$ cat config.mk
export PLATFORM = sky130hd
export DESIGN_NAME = sa_feeder
export DESIGN_NICKNAME = d
export VERILOG_FILES = /design/src/rtl/sa_feeder.sv
export SDC_FILE = /design/constraint.sdc
export NUM_CORES = 1
export LEC_CHECK = 0
export BUFFER_PORTS_ARGS = -buffer_cell sky130_fd_sc_hd__buf_2
export CAP_MARGIN = 10
export CORE_MARGIN = 2
export CORE_UTILIZATION = 58
export CTS_CLUSTER_DIAMETER = 40
export DETAILED_ROUTE_END_ITERATION = 6
export GPL_ROUTABILITY_DRIVEN = 0
export PLACE_DENSITY = 0.88
export REMOVE_ABC_BUFFERS = 1
export SYNTH_ARGS = -nofsm -noshare
export SYNTH_HDL_FRONTEND = slang
export SYNTH_SLANG_ARGS = --single-unit
$ cat constraint.sdc
create_clock -name clk -period 5.2 [get_ports clk]
set_input_delay 1.04 -clock clk [delete_from_list [all_inputs] [get_ports clk]]
set_output_delay 1.04 -clock clk [all_outputs]
set_load 0.1 [all_outputs]
$ cat src/rtl/sa_feeder.sv
// -----------------------------------------------------------------------------
// sa_feeder
//
// Operand feeder for an N x N systolic array of pe cells.
//
// Operation:
//   1. Collects K load beats of A columns and B rows into an operand buffer.
//   2. Pulses clr to the array for one cycle.
//   3. Streams the operands onto the west (x_o) and north (y_o) array edges
//      with the diagonal skew that the array needs.
//   4. Pulses done once the bottom-right pe has taken its last product.
//
// Ports:
//   clk       clock
//   rst_n     asynchronous active-low reset
//   in_valid  load beat valid
//   in_ready  feeder can accept a load beat (high only in LOAD)
//   a_col     A[i][k] for beat k, element i at [i*DW +: DW], signed
//   b_row     B[k][j] for beat k, element j at [j*DW +: DW], signed
//   x_o       west-edge operands, row i at [i*DW +: DW]
//   y_o       north-edge operands, column j at [j*DW +: DW]
//   clr       one-cycle synchronous clear to every pe
//   busy      high in CLEAR, STREAM and DONE
//   done      one-cycle pulse; pe results are final in this cycle
// -----------------------------------------------------------------------------
module sa_feeder #(
    parameter int DW = 8,
    parameter int N  = 4,
    parameter int K  = 4
) (
    input  logic            clk,
    input  logic            rst_n,
    input  logic            in_valid,
    output logic            in_ready,
    input  logic [N*DW-1:0] a_col,
    input  logic [N*DW-1:0] b_row,
    output logic [N*DW-1:0] x_o,
    output logic [N*DW-1:0] y_o,
    output logic            clr,
    output logic            busy,
    output logic            done
);

    // Length of the skewed stream: the last product reaches PE(N-1,N-1)
    // at stream index K-1 + (N-1) + (N-1).
    localparam int W  = K + 2*N - 2;
    localparam int BW = (K > 1) ? $clog2(K) : 1;
    localparam int SW = (W > 1) ? $clog2(W) : 1;

    typedef enum logic [1:0] {
        S_LOAD,
        S_CLEAR,
        S_STREAM,
        S_DONE
    } state_t;

    state_t                r_state;
    logic [BW-1:0]         r_beat;
    logic [SW-1:0]         r_stream;

    // Operand buffer: slot k holds beat k. Contents are don't-care after
    // reset, so it carries no reset.
    logic signed [DW-1:0]  r_a [K][N];
    logic signed [DW-1:0]  r_b [K][N];

    logic                  w_accept;

    assign w_accept = in_valid && in_ready;

    always_ff @(posedge clk) begin
        if (w_accept) begin
            for (int i = 0; i < N; i++) begin
                r_a[r_beat][i] <= a_col[i*DW +: DW];
                r_b[r_beat][i] <= b_row[i*DW +: DW];
            end
        end
    end

    // West edge for stream index s: row i carries A[i][s-i] when in range.
    function automatic logic [N*DW-1:0] skew_x(input int s);
        logic [N*DW-1:0] v;
        v = '0;
        for (int i = 0; i < N; i++) begin
            for (int k = 0; k < K; k++) begin
                if (s == i + k) begin
                    v[i*DW +: DW] = r_a[k][i];
                end
            end
        end
        return v;
    endfunction

    // North edge for stream index s: column j carries B[s-j][j] when in range.
    function automatic logic [N*DW-1:0] skew_y(input int s);
        logic [N*DW-1:0] v;
        v = '0;
        for (int j = 0; j < N; j++) begin
            for (int k = 0; k < K; k++) begin
                if (s == j + k) begin
                    v[j*DW +: DW] = r_b[k][j];
                end
            end
        end
        return v;
    endfunction

    // Control FSM. All outputs are registered; the edge that enters a
    // cycle loads the value that cycle must present, so x_o/y_o for stream
    // index s are computed one edge ahead (index 0 on the CLEAR->STREAM edge).
    always_ff @(posedge clk or negedge rst_n) begin
        if (!rst_n) begin
            r_state  <= S_LOAD;
            r_beat   <= '0;
            r_stream <= '0;
            in_ready <= 1'b1;
            x_o      <= '0;
            y_o      <= '0;
            clr      <= 1'b0;
            busy     <= 1'b0;
            done     <= 1'b0;
        end else begin
            clr  <= 1'b0;
            done <= 1'b0;
            case (r_state)
                S_LOAD: begin
                    if (w_accept) begin
                        if (r_beat == BW'(K-1)) begin
                            r_beat   <= '0;
                            r_state  <= S_CLEAR;
                            in_ready <= 1'b0;
                            clr      <= 1'b1;
                            busy     <= 1'b1;
                        end else begin
                            r_beat <= r_beat + BW'(1);
                        end
                    end
                end
                S_CLEAR: begin
                    // Last beat was written on the edge that entered CLEAR,
                    // so the buffer is complete here.
                    r_state  <= S_STREAM;
                    r_stream <= '0;
                    x_o      <= skew_x(0);
                    y_o      <= skew_y(0);
                end
                S_STREAM: begin
                    if (r_stream == SW'(W-1)) begin
                        // Zero operands keep the pe accumulators frozen.
                        r_state <= S_DONE;
                        x_o     <= '0;
                        y_o     <= '0;
                        done    <= 1'b1;
                    end else begin
                        r_stream <= r_stream + SW'(1);
                        x_o      <= skew_x(int'(r_stream) + 1);
                        y_o      <= skew_y(int'(r_stream) + 1);
                    end
                end
                S_DONE: begin
                    r_state  <= S_LOAD;
                    r_beat   <= '0;
                    in_ready <= 1'b1;
                    busy     <= 1'b0;
                end
                default: begin
                    r_state <= S_LOAD;
                end
            endcase
        end
    end

endmodule
==> impl_metrics.toml <==
[finish]
final_util = 0.689
multi_input_area_um2 = 2900
area_growth_pct = 16.5
num-nets-final = 1051
n_fill_cell = 1411
register_area_um2 = 9590
fin_area_um2 = 15000
drive_gt1_frac = 0.227

[status]
status = "complete, no violations"

[detailed_routing]
ant_nets = 0
wirelength_um = 30200
drtPass1Iterations = 5
routedWlPerCell_um = 23.5
first_iter_violations = 941
dr_total_vias = 8297
drcViolationCount = 0
drt-vias-per-instance = 6.47

[place]
hpwl_um = 16200
port_buffers = 134
dpl_cell_area_um2 = 13800

[worst_hold_path]
worstHoldStart = "r_b[3][21]$_DFFE_PP_"
min_path_type = "reg2reg"

[die]
start_util = 0.591
core_um2 = 21800
io_pins = 135
fp.dieW_um = 153
rows = 54
die_area_um2 = 23500
die-height_um = 153

[logic_synthesis]
synth-main-ff-cell = "edfxtp_1"
synth.avg_cell_area_um2 = 15.2
yosysWarnings = 0
synth_area_leaders = "edfxtp_1 (60%), dfrtp_1 (15%), a32o_1 (3.7%)"
yosysUniqueCellTypes = 42
synth_edf_count = 256
synth_top_cell_by_area = "edfxtp_1"
syn_inst = 848
synth-seq-cells = 332
synthesis.area_um2 = 12900
synthArstFlopShare = 0.229
synth_top_area_frac = 0.596
ys_seq_area_frac = 0.743

[worst_setup_path]
critPathLaunchType = "register"
cp_max_fo = 52
critPathMaxStageDelay_ns = 1.01
crit_buf_inv = 1
path_delay_family = "adder cells"
worstPathCellList = "inv_1 > ha_2 > nand2b_1 > o22ai_1 > nand2_1 > a32o_1"
cp-end-kind = "register"
r2r-start = "r_stream[1]$_DFFE_PN0P_"
critPathKind = "reg2reg"
crit_path_start = "r_stream[1]$_DFFE_PN0P_"
cp.arrival_ns = 3.72
required_ns = 5.60
slowest_stage = "ha_2"

[cts]
cts_setup_buffers = 0
cts_max_path_buffers = 3
clock_latency_ns = 0.53
clkSlewWorstSetupHoldPaths_ns = 0.06
cts_tree = "yes"
root_buffer = "clkbuf_16"
cts_buffers = 39
ctsResizeCount = 0
hold_buffers = 0
cts_sinks = 332
htreeDepth = 2

[timing]
post-route-min-period_ns = 3.32
relSlewSlack = 0.178
finalHoldViolCount = 0
fmax_mhz = 301
clock_skew_ns = 0.0290
timing.hold.ws_ns = 0.474
worstMarginPinSlew_ns = 1.23
setup_tns_ns = 0
finalSetupViolCount = 0
rsz0062_at_grt = "false"
finalCritPeriodShare = 0.639
drv_slew = 0

[power]
vdd_drop_max_mv = 0.596
power.total_mw = 10.4
p_per_area_nw_per_um2 = 695
leakagePower_nw = 5.70

[global_routing]
overflow = 0
grt_usage = 0.254
antenna_found_initial = 4
grt_pass1_vias = 8325
grt_pass1_wl_um = 46400
grt_max_degree = 82

[run]
cap_viol_max_count = 0
-- layer usage --
metal | vias to the layer above | GRT usage | part of all wire
met2 | 494 | 0.439 | 0.52
met1 | 4108 | 0.324 | 0.36
met4 | 6 | 0.0983 | 0.032
li1 | 3603 | - | -
met3 | 86 | 0.0439 | 0.086
met5 | - | 0 | 0.0011
-- power breakdown --
group          internal, mW  switching (mW)
Sequential             3.45           0.265
Clock                  1.54            1.07
Combinational         0.929            3.19
-- stage by stage --
| stage | setup slack [ns] | std cells |
|---|---|---|
| 4_1_cts | 1.98 | 1281 |
| 3_5_place_dp | 2.07 | 1210 |
| 3_3_place_gp | 2.20 | 1210 |
| 6_report | 1.88 | 1282 |
| 5_1_grt | 1.69 | 1282 |
| 2_1_floorplan | 0.908 | 782 |
-- path summary, 6_finish.rpt --
path	endpoint	slack, ns	cells after the start
max in group asynchronous	x_o[3]$_DFFE_PN0P_	3.77	1
min	y_o[13]$_DFFE_PN0P_	0.47	1
min in group asynchronous	y_o[24]$_DFFE_PN0P_	0.72	1
max	x_o[30]$_DFFE_PN0P_	1.88	6
min reg2reg	y_o[13]$_DFFE_PN0P_	0.47	1
max reg2reg	x_o[30]$_DFFE_PN0P_	1.88	6
-- state kept, by name, summed over array words and instances (netlist names) --
signal and cells:
done 1, x_o 32, clr 1, r_b 128, y_o 32, r_stream 4
r_a 128, r_state 2, busy 1, in_ready 1, r_beat 2
-- logic make-up (layout without fill, tap and decap cells) --
kind of cell / Yosys count / after routing / share of synthesized area
flip-flops: 332 / 332 / 0.743
AO/OA/AOI/OAI: 239 / 239 / 0.147
AND/OR/NAND/NOR: 160 / 160 / 0.0626
buffers and inverters: 104 / 257 / 0.0343
adder cells (fa/ha/maj): 13 / 13 / 0.0126
other: 0 / 1 / 0
-- Yosys cell counts (2+ instances only) --
library cell / number
o221ai_1: 12
o32ai_1: 16
a31oi_1: 2
a22o_1: 2
o21ai_0: 19
a32o_1: 48
dfrtp_1: 75
o31ai_1: 4
nand2b_1: 3
nor2_1: 10
o22ai_1: 18
clkbuf_1: 50
nand3b_1: 16
a22oi_1: 45
ha_1: 13
buf_2: 9
edfxtp_1: 256
and3_1: 10
or2_2: 2
nand3_1: 17
a221o_1: 32
buf_6: 5
nand2_1: 74
nor2b_1: 20
a21oi_1: 32
a221oi_1: 4
inv_1: 38
nor3_1: 2
-- placed cells by master, fill, tap and decap left out, types with 12 or more instances in the layout --
cell type	n
edfxtp_1	256
nor2b_1	20
a21oi_1	32
a22oi_1	45
inv_1	38
a221o_1	32
buf_2	133
nand3b_1	16
nand2_1	74
o32ai_1	16
nand3_1	17
dfrtp_1	75
buf_4	15
a32o_1	48
o221ai_1	12
o22ai_1	18
o21ai_0	19
clkbuf_16	39
-- layout make-up --
type | count | share of cell area
clock inverters | 24 | 0.0153
well taps | 280 | 0.0233
multi-input cells | 412 | 0.193
flip-flops and latches | 332 | 0.638
repair buffers | 148 | 0.0518
diodes | 1 | 0.000166
clock buffers | 47 | 0.0689
inverters | 38 | 0.00949
Power figures use the tool's default switching activity.
